--- config.mk ---
export PLATFORM = sky130hd
export DESIGN_NAME = led_step_sequencer
export DESIGN_NICKNAME = d
export VERILOG_FILES = /design/src/rtl/led_step_sequencer.sv
export SDC_FILE = /design/constraint.sdc
export NUM_CORES = 1
export LEC_CHECK = 0
export ABC_AREA = 0
export BUFFER_PORTS_ARGS = -buffer_cell sky130_fd_sc_hd__buf_2
export CORE_MARGIN = 3
export CORE_UTILIZATION = 60
export CTS_CLUSTER_SIZE = 25
export DETAILED_ROUTE_END_ITERATION = 10
export GPL_TIMING_DRIVEN = 0
export PLACE_DENSITY_LB_ADDON = 0.15
export SKIP_CTS_REPAIR_TIMING = 1
export SYNTH_ARGS = -nofsm -noshare
export SYNTH_HDL_FRONTEND = slang
export SYNTH_SLANG_ARGS = --single-unit
--- constraint.sdc ---
create_clock -name w_clk -period 2.7 [get_ports w_clk]
set_input_delay 0.405 -clock w_clk [delete_from_list [all_inputs] [get_ports w_clk]]
set_output_delay 0.405 -clock w_clk [all_outputs]
set_load 0.01 [all_outputs]
--- src/rtl/led_step_sequencer.sv ---
// Start/pause/stop controlled LED pattern sequencer on a prescaled time base.
// Runs a programmable number of steps in one of four pattern modes.
module led_step_sequencer #(
    parameter int unsigned DIV = 100000000,
    parameter int unsigned CW  = 32
) (
    input  logic       w_clk,
    input  logic       w_rst_n,
    input  logic       w_start,
    input  logic       w_stop,
    input  logic       w_pause,
    input  logic [1:0] w_mode,
    input  logic [3:0] w_len,
    output logic [3:0] w_led,
    output logic       w_busy,
    output logic       w_done,
    output logic       w_tick
);

    // state | meaning
    // IDLE  | waiting for start; LEDs show last final pattern or 0000
    // RUN   | prescaler counting, pattern advances on each tick
    // PAUSE | prescaler, step count and pattern frozen
    // DONE  | one cycle after the final step, then back to IDLE
    typedef enum logic [1:0] {S_IDLE, S_RUN, S_PAUSE, S_DONE} state_t;

    localparam logic [CW-1:0] PRESC_MAX = CW'(DIV - 1);

    state_t        state, state_nx;
    logic [CW-1:0] presc, presc_nx;
    logic [4:0]    step, step_nx;
    logic [4:0]    len_q, len_nx;
    logic [1:0]    mode_q, mode_nx;
    logic [3:0]    led_q, led_nx;
    logic          busy_nx, done_nx, tick_nx;
    logic          tick_now, last_step;

    function automatic logic [3:0] init_pat(input logic [1:0] m);
        case (m)
            2'd1:    return 4'b1111;
            2'd2:    return 4'b0001;
            default: return 4'b0000;
        endcase
    endfunction

    function automatic logic [3:0] advance(input logic [1:0] m, input logic [3:0] p);
        case (m)
            2'd0:    return p + 4'd1;
            2'd1:    return p - 4'd1;
            2'd2:    return {p[2:0], p[3]};
            default: return ~p;
        endcase
    endfunction

    assign tick_now  = (state == S_RUN) && (presc == PRESC_MAX);
    assign last_step = tick_now && ((step + 5'd1) == len_q);

    always_ff @(posedge w_clk or negedge w_rst_n) begin
        if (!w_rst_n) state <= S_IDLE;
        else          state <= state_nx;
    end

    always_comb begin
        state_nx = state;
        case (state)
            S_IDLE:  if (!w_stop && w_start) state_nx = S_RUN;
            S_RUN: begin
                if (w_stop)         state_nx = S_IDLE;
                else if (last_step) state_nx = S_DONE;
                else if (w_pause)   state_nx = S_PAUSE;
            end
            S_PAUSE: begin
                if (w_stop)         state_nx = S_IDLE;
                else if (!w_pause)  state_nx = S_RUN;
            end
            S_DONE:  state_nx = S_IDLE;
            default: state_nx = S_IDLE;
        endcase
    end

    always_comb begin
        presc_nx = presc;
        step_nx  = step;
        len_nx   = len_q;
        mode_nx  = mode_q;
        led_nx   = led_q;
        if (w_stop) begin
            // abort from any state: blank LEDs and clear counters
            presc_nx = '0;
            step_nx  = '0;
            led_nx   = 4'b0000;
        end else begin
            case (state)
                S_IDLE: begin
                    if (w_start) begin
                        mode_nx  = w_mode;
                        len_nx   = (w_len == 4'd0) ? 5'd16 : {1'b0, w_len};
                        led_nx   = init_pat(w_mode);
                        presc_nx = '0;
                        step_nx  = '0;
                    end
                end
                S_RUN: begin
                    if (tick_now) begin
                        presc_nx = '0;
                        step_nx  = step + 5'd1;
                        led_nx   = advance(mode_q, led_q);
                    end else begin
                        presc_nx = presc + CW'(1);
                    end
                end
                default: ;
            endcase
        end
        tick_nx = tick_now && !w_stop;
        done_nx = (state == S_DONE) && !w_stop;
        busy_nx = (state_nx == S_RUN) || (state_nx == S_PAUSE);
    end

    always_ff @(posedge w_clk or negedge w_rst_n) begin
        if (!w_rst_n) begin
            presc  <= '0;
            step   <= '0;
            len_q  <= 5'd16;
            mode_q <= 2'd0;
            led_q  <= 4'b0000;
            w_busy <= 1'b0;
            w_done <= 1'b0;
            w_tick <= 1'b0;
        end else begin
            presc  <= presc_nx;
            step   <= step_nx;
            len_q  <= len_nx;
            mode_q <= mode_nx;
            led_q  <= led_nx;
            w_busy <= busy_nx;
            w_done <= done_nx;
            w_tick <= tick_nx;
        end
    end

    assign w_led = led_q;

endmodule
== After elaboration in Yosys (flattened, before gate mapping) ==
Index checks and enable logic that the tools add are counted.

* Memories kept: 0
* Memory bits (read-only): 0
* RAM bits: 0
* Word-level logic and storage cells: 64
* Bits in registers: 53
* Output and inout port bits: 7
* Input port bits: 11
* Latch bits: 0

* Bitwise logic cells: 2
* Shifts and indexed selects: 0
* Div/mod/pow operators: 0
* Add/sub/neg operators: 4
* Eq/ne operators: 13
* Multiply operators: 0
* Magnitude comparators: 0
* Multiplexer cells: 22
* Reduce and logical (&&, ||, !) cells: 14

{| class="wikitable"
|+ Operator list
! cell !! number
|-
| 32-bit 2-to-1 mux || 3
|-
| 32-bit case mux with 2 select lines || 1
|-
| 32-bit by 1-bit adder with 32-bit output (second input constant) || 1
|-
| 32-bit by 27-bit equality test with 1-bit output (second input constant) || 1
|-
| 5-bit 2-to-1 mux || 4
|-
| 4-bit case mux with 2 select lines || 2
|-
| 2-bit 2-to-1 mux || 6
|-
| 4-bit 2-to-1 mux || 3
|-
| 4-bit case mux with 3 select lines || 1
|-
| 2-bit equality test (second input constant) || 5
|-
| 5-bit case mux with 2 select lines || 1
|-
| 2-bit by 1-bit equality test with 1-bit output (second input constant) || 4
|-
| 2-bit case mux with 4 select lines || 1
|-
| 3-bit inequality test (second input constant) || 2
|-
| 3-bit AND reduction || 2
|-
| 5-bit by 1-bit adder with 5-bit output (second input constant) || 1
|-
| 5-bit equality test || 1
|-
| 1-bit logical AND || 5
|-
| 4-bit by 1-bit adder with 4-bit output (second input constant) || 1
|-
| 2-bit logical NOT || 2
|-
| 4-bit logical NOT || 1
|-
| 4-bit NOT || 1
|-
| 4-bit by 1-bit subtractor with 4-bit output (second input constant) || 1
|-
| 3-bit nonzero test || 1
|-
| other kinds (4) || 4
|}

== Logic depth before layout (Yosys ltp) ==
Gate-level depths: netlist (run 1).

* Depth in word-level cells: 8
* Gate-level depth with buffers: 8
* Mapped depth without buffers: 7

== Worst setup path before layout (run 1) ==
No wires, ideal clock.

* Kind: reg-to-reg
* Start point: reg mode_q[0]
* End point: reg led_q[3] (netlist: w_led[3])
* Data required time: 2.601 ns
* Path slack: 0.581 ns
* Setup time: 0.099 ns
* Arrival: 2.020 ns
* Stages on the path, launching flop included: 9
* Clock period less this slack: 2.119 ns
* Path buffers: 1
* Cells stage by stage: dfrtp_1 buf_1 nor2b_1 ha_1 a21o_1 a21oi_1 mux2i_1 o31ai_1 a311oi_1

* Cells in the longest elaborated chain, start to end: 5
* Elaborated cells between the ends (all ways): 7
* Those cells by class: eq/ne (2); mux (4); reduce/logical (1)

{| class="wikitable"
|+ RTL lines
! what !! RTL line !! RTL
|-
| start, declared || 33 || <nowiki>logic [1:0] mode_q, mode_nx;</nowiki>
|-
| start signal, assigned || 134 || <nowiki>mode_q <= mode_nx;</nowiki>
|-
| 2-bit equality test, or another cell as far along || 47 || <nowiki>case (m)</nowiki>
|-
| 4-bit case mux with 3 select lines * || 47 ||
|-
| 4-bit 2-to-1 mux * || 104 || <nowiki>if (tick_now) begin</nowiki>
|-
| 4-bit case mux with 2 select lines * || 93 || <nowiki>case (state)</nowiki>
|-
| 4-bit 2-to-1 mux * || 87 || <nowiki>if (w_stop) begin</nowiki>
|-
| end signal, assigned || 135 || <nowiki>led_q <= led_nx;</nowiki>
|-
| end, declared || 34 || <nowiki>logic [3:0] led_q, led_nx;</nowiki>
|}

Mark *: on every way between the ends. The rest lies on a longest branch, timed or not. The select of a mux whose other input is x is not followed.
A chain may end at the register's enable or synchronous reset.

== Worst setup path after layout (run 1) ==
Ends and elaborated chain as after synthesis.

==> flow_metrics.tcl, run 1 <==
set metrics [dict create \
    outcome "finished clean" \
    cellPowerDensity_mw_per_mm2 489 \
    regArea_sq_mm 0.00133 \
    cp.arrival_ns 2.68 \
    synth.distinct_cells 56 \
    drc_errors 0 \
    groute.usage.overall_pct 23.0 \
    cts_root_buf "clkbuf_8" \
    peakVddDrop_mv 0.326 \
    fin_crit_ns 2.47 \
    multi_input_area_sq_mm 0.00165 \
    reg2reg_depth 8 \
    nFillCells 385 \
    required_ns 2.91 \
    routedWlPerCell_um 15.4 \
    tightest_slew_ns 1.16 \
    regToRegSetupSlack_ns 0.23 \
    yosysSeqAreaShare_pct 42.7 \
    place_ws_ns 0.115 \
    leakage_nw 1.35 \
    synthTopCellsByArea "dfrtp_1, xnor2_1, nor2_1" \
    setup_slack_ns 0.231 \
    fp.dieH_um 78.0 \
    drv_slew 0 \
    grt_max_degree 54 \
    start_kind "register" \
    synth-main-ff-cell "dfrtp_1" \
    fp-row-count 25 \
    r2r-start "mode_q[0]" \
    min_period_over_period_pct 91.4 \
    synth_edf_count 0 \
    syn-num-nets 346 \
    diodes 0 \
    setup_viol 0 \
    crit_path_max_fanout 10 \
    async_flop_share_pct 100 \
    cp-endpoint "w_led[3]" \
    syn-cell-area_sq_mm 0.00311 \
    crit_start "mode_q[0]" \
    grt_pass1_wl_mm 11.4 \
    p_clk_share_pct 32.7 \
    netSwitchingPower_uw 444 \
    cts_tree "done" \
    worstSetupPathType "register to register" \
    drive_gt1_share_pct 12.7 \
    synth_top_cell_area_share_pct 41.8 \
    drt_wl_total_mm 6.48 \
    rsz0062_at_grt "false" \
    dp_hpwl_mm 4.66 \
    cts_inserted_buffers 5 \
    yosysWarnings 0 \
    io_pins 18 \
    area_growth_pct 9.13 \
    p_sw_share_pct 26.7 \
    vias_per_cell 5.98 \
    clockBufferDepth 2 \
    drt_iter0_drc 137 \
    vias 2513 \
    finalSetupTns_ns 0 \
    drt_first_pass_iters 4 \
    max-slew-margin-rel_pct 23.0 \
    port_buffers 16 \
    htreeDepth 2 \
    start_util_pct 63.8 \
    grt_pass1_vias 2478 \
    die_width_um 78.0 \
    synth_top_area_cell "dfrtp_1" \
    core_sq_mm 0.00488 \
    hold_class "input port to asynchronous set/reset pin" \
    syn_avg_cell_area_sq_um 9.46 \
    synthCells 329 \
    overflow 0 \
    place_congestion 0.877 \
    layout.nets 369 \
    power_frac_seq_pct 51.7 \
    hold_viol_final 0 \
    skew_ns 0.0142 \
    path_clk_slew_ns 0.11 \
    clock_latency_ns 0.31 \
    intPower_mw 1.22 \
    ys_ff_latch 53 \
    rr_endpoint "w_led[3]" \
    dieArea_sq_mm 0.00609 \
    fmax_mhz 405 \
    ant_nets 0 \
    p_comb_share_pct 15.6 \
    timing.max_cap.violations 0 \
    end_kind "register" \
    cts.sinks 53 \
    antenna_found_initial 0 \
]
==> synth_stat cells (3+ instances only) <==
cell type,count
nand4_1,13
nand3_1,8
xor2_1,4
nand3b_1,3
nor2b_1,3
xnor2_1,25
nor4b_1,4
nor3_1,8
nand2b_1,3
o21ai_0,11
mux2_2,7
inv_1,14
clkbuf_1,12
nand2_1,19
nor4_1,18
and3_1,5
ha_1,5
a21oi_1,11
dfrtp_1,52
and4_1,4
nor2_1,39
a211oi_1,6
buf_2,5
mux2i_1,4
or3_1,6
o31ai_1,3
==> power groups by stage <==
stage / clock network (mW) / logic (mW) / registers (mW)
2_1_floorplan: 0 / 0.183 / 0.872
3_3_place_gp: 0 / 0.249 / 0.874
3_5_place_dp: 0 / 0.259 / 0.875
4_1_cts: 0.554 / 0.260 / 0.859
5_1_grt: 0.594 / 0.289 / 0.865
6_report: 0.543 / 0.259 / 0.859
==> critical path: stages, from the launching register on <==
cell,delay (ns)
dfrtp_1,0.39
buf_1,0.34
nor2b_1,0.32
ha_1,0.29
a21o_1,0.16
a21oi_1,0.29
mux2i_1,0.23
o31ai_1,0.09
a311oi_1,0.27
==> kinds of logic (layout without fill, tap and decap cells) <==
logic type                 after synthesis  count (layout)  share of synthesized area, %
AOI/OAI and AO/OA                       48              48                          10.3
muxes                                   11              11                          3.82
buffers and inverters                   33              57                          4.42
DFF                                     53              53                          42.7
xor gates and xnor gates                31              31                          9.61
and+or+nand+nor                        147             147                          26.5
adders and majority gates                6               6                          2.65
==> placed cells by master (no fill, tap or decap), types with 3 or more instances in the layout <==
master | Yosys | layout
a211oi_1 | 6 | 6
a21oi_1 | 11 | 11
and3_1 | 5 | 5
and4_1 | 4 | 4
buf_2 | 5 | 21
clkbuf_1 | 12 | 12
clkbuf_8 | 0 | 5
dfrtp_1 | 52 | 52
ha_1 | 5 | 5
inv_1 | 14 | 14
mux2_2 | 7 | 7
mux2i_1 | 4 | 4
nand2_1 | 19 | 19
nand2b_1 | 3 | 3
nand3_1 | 8 | 8
nand3b_1 | 3 | 3
nand4_1 | 13 | 13
nor2_1 | 39 | 39
nor2b_1 | 3 | 3
nor3_1 | 8 | 8
nor4_1 | 18 | 18
nor4b_1 | 4 | 4
o21ai_0 | 11 | 11
or3_1 | 6 | 6
xnor2_1 | 25 | 25
xor2_1 | 4 | 4
==> worst min-delay path by stage <==
stage,startpoint,to,slack (ns),cells after the start
after floorplan,w_rst_n,len_q[0],0.11,0
after global placement,presc[1],presc[1],0.51,1
after CTS,w_len[0],len_q[0],0.33,2
after detailed placement,presc[1],presc[1],0.52,1
final,w_rst_n,len_q[0],0.31,1
after global routing,w_mode[0],mode_q[0],0.33,2
==> flip-flops by register name (all words and copies together) (netlist names) <==
register  flops
w_tick        1
w_led         4
state         2
len_q         5
mode_q        2
step          5
w_done        1
presc        32
w_busy        1
==> through the flow <==
step | util, % | std cells | hold slack (ns) | total power [mW] | area [sq um]
final | 69.6 | 420 | 0.315 | 1.66 | 3400
after CTS | 69.5 | 420 | 0.333 | 1.67 | 3390
after global routing | 69.6 | 420 | 0.332 | 1.75 | 3400
after global placement | 67.1 | 412 | 0.506 | 1.12 | 3280
after floorplan | - | 329 | 0.109 | 1.06 | 3110
after detailed placement | 67.1 | 412 | 0.520 | 1.13 | 3280
==> per-layer routing <==
metal  track usage (%)  share of wire (%)  vias to the layer above  routed length, um
met3              4.47                3.4                        6                222
met2              38.4                 50                       47               3230
met5                 0                  0                        -                  0
li1                  -                  -                     1238                  -
met1              30.6                 46                     1222               2980
met4              6.82               0.59                        0                 38
==> layout make-up <==
cell class              count  share of cell area [%]
plain buffers              19                    2.51
repair buffers             16                    2.36
clock inverters             3                    1.36
multi-input cells         243                    48.6
inverters                  14                    1.55
clock buffers               5                    2.03
flip-flops and latches     53                    39.1
well taps                  67                    2.47
Note: power is estimated with default switching activity, not from simulation.
==> inputs of run 2 (changes only) <==
--- a/config.mk
+++ b/config.mk
@@ -6,7 +6,7 @@
 export NUM_CORES = 1
 export LEC_CHECK = 0
 export ABC_AREA = 0
-export BUFFER_PORTS_ARGS = -buffer_cell sky130_fd_sc_hd__buf_2
+export BUFFER_PORTS_ARGS = -buffer_cell sky130_fd_sc_hd__buf_4
 export CORE_MARGIN = 3
 export CORE_UTILIZATION = 60
 export CTS_CLUSTER_SIZE = 25
==> run 2 against run 1 <==
  * Sequential power barely moved
  * Sequential cell count unchanged
  * Global-route usage is 0.17 points higher
  * Sequential share of layout area is 0.46 points lower
  * Clock power hardly changed
  * Combinational power rose by 2%
  * Clock skew up 0.0018 ns
  * Via count decreased by 1.6%
  * Routed wire length down 1.4%
  * Worst setup slack improved by 0.017 ns
  * Critical path type unchanged
  * Critical endpoint unchanged
  * Largest power group unchanged
==> flow_metrics.tcl, run 2 (synthesized netlist as in run 1, its figures left out) <==
set metrics [dict create \
    min_period_over_period_pct 90.8 \
    fp.dieH_um 78.0 \
    overflow 0 \
    end_kind "register" \
    top_regs "presc x32, len_q x5, step x5" \
    routedWlPerCell_um 15.2 \
    leakage_nw 1.36 \
    fin_util_pct 70.4 \
    cts_root_buf "clkbuf_8" \
    cp.arrival_ns 2.67 \
    io_pins 18 \
    start_util_pct 63.8 \
    grt_max_degree 54 \
    peakVddDrop_mv 0.352 \
    clock_latency_ns 0.31 \
    setup_slack_ns 0.248 \
    die_width_um 78.0 \
    drt_first_pass_iters 4 \
    place_congestion 0.894 \
    layout.nets 369 \
    timing.max_cap.violations 0 \
    dp_hpwl_mm 4.57 \
    regMostFlops "presc" \
    mostFrequentLayoutCells "dfrtp_1, nor2_1, xnor2_1, nand2_1, nor4_1" \
    worstSetupPathType "register to register" \
    rsz0062_at_grt "false" \
    required_ns 2.92 \
    grt_pass1_vias 2464 \
    max-slew-margin-rel_pct 46.1 \
    diodes 0 \
    cts_inserted_buffers 5 \
    skew_ns 0.0160 \
    cellPowerDensity_mw_per_mm2 485 \
    layout_commonest_cell "dfrtp_1" \
    cts_tree "done" \
    place_ws_ns 0.0996 \
    fin_crit_ns 2.45 \
    placed_area_sq_mm 0.00332 \
    finalSetupTns_ns 0 \
    holdWs_ns 0.102 \
    drt_iter0_drc 171 \
    drive_gt1_share_pct 12.7 \
    ant_nets 0 \
    drt_wl_total_mm 6.39 \
    clockBufferDepth 2 \
    htreeDepth 2 \
    antenna_found_initial 0 \
    start_kind "register" \
    groute.usage.overall_pct 23.2 \
    hold_viol_final 0 \
    fp-row-count 25 \
    outcome "finished clean" \
    largest_register_ff_count 32 \
    path_clk_slew_ns 0.11 \
    drc_errors 0 \
    vias 2473 \
    core_sq_mm 0.00488 \
    port_buffers 16 \
    drv_slew 0 \
    setup_viol 0 \
    vias_per_cell 5.89 \
    cts.sinks 53 \
    grt_pass1_wl_mm 11.4 \
    hold_class "input port to asynchronous set/reset pin" \
    tightest_slew_ns 0.806 \
    final_cell_area_sq_mm 0.00344 \
    area_growth_pct 10.4 \
    fmax_mhz 408 \
    dieArea_sq_mm 0.00609 \
    crit_path_max_fanout 10 \
]
## run 2: cell count changes in the layout (fill, tap and decap cells not counted)
cell   change
buf_4     +16
buf_2     -16
## run 2: layer usage
metal	GRT usage (%)	part of all wire, %
met1	32.1	48
met5	0	0
met3	4.36	3.0
met2	37.3	48
met4	6.99	1.4
## run 2: power by group
| group | leakage [nW] | switching, mW | internal (mW) |
|---|---|---|---|
| Sequential | 0.718 | 0.0308 | 0.828 |
| Clock | 0.0543 | 0.264 | 0.278 |
| Combinational | 0.583 | 0.147 | 0.119 |
| Total | 1.36 | 0.442 | 1.22 |
## run 2: area by class of cell
cell class                 instances  area [sq um]
buffer                            19          85.1
clock buffer                       5          68.8
clock inverter                     3          46.3
fill                             397          1440
inverter                          14          52.6
multi-input combinational        243          1650
sequential                        53          1330
tap                               67          83.8
timing repair buffer              16           120
## run 2: through the flow
stage	instances	power, mW
after floorplan	329	1.06
after global placement	412	1.13
after detailed placement	412	1.14
after CTS	420	1.68
after global routing	420	1.76
final	420	1.67
## run 2: worst max-delay path, cell delays in order, from the launching register on
cell and delay [ns]:
dfrtp_1 0.39, buf_1 0.34, nor2b_1 0.32, ha_1 0.29
a21o_1 0.15, a21oi_1 0.30, mux2i_1 0.23, o31ai_1 0.08
a311oi_1 0.26
## run 2: worst paths after layout
kind / from / end / slack, ns / depth (start not counted)
setup / recovery: mode_q[0] / w_led[3] / 0.25 / 8
hold / removal: w_rst_n / len_q[3] / 0.10 / 1
min in group w_clk: w_len[0] / len_q[0] / 0.32 / 2
hold reg to reg: presc[1] / presc[1] / 0.53 / 1
max in group asynchronous: w_rst_n / presc[11] / 2.13 / 1
setup reg to reg: mode_q[0] / w_led[3] / 0.25 / 8
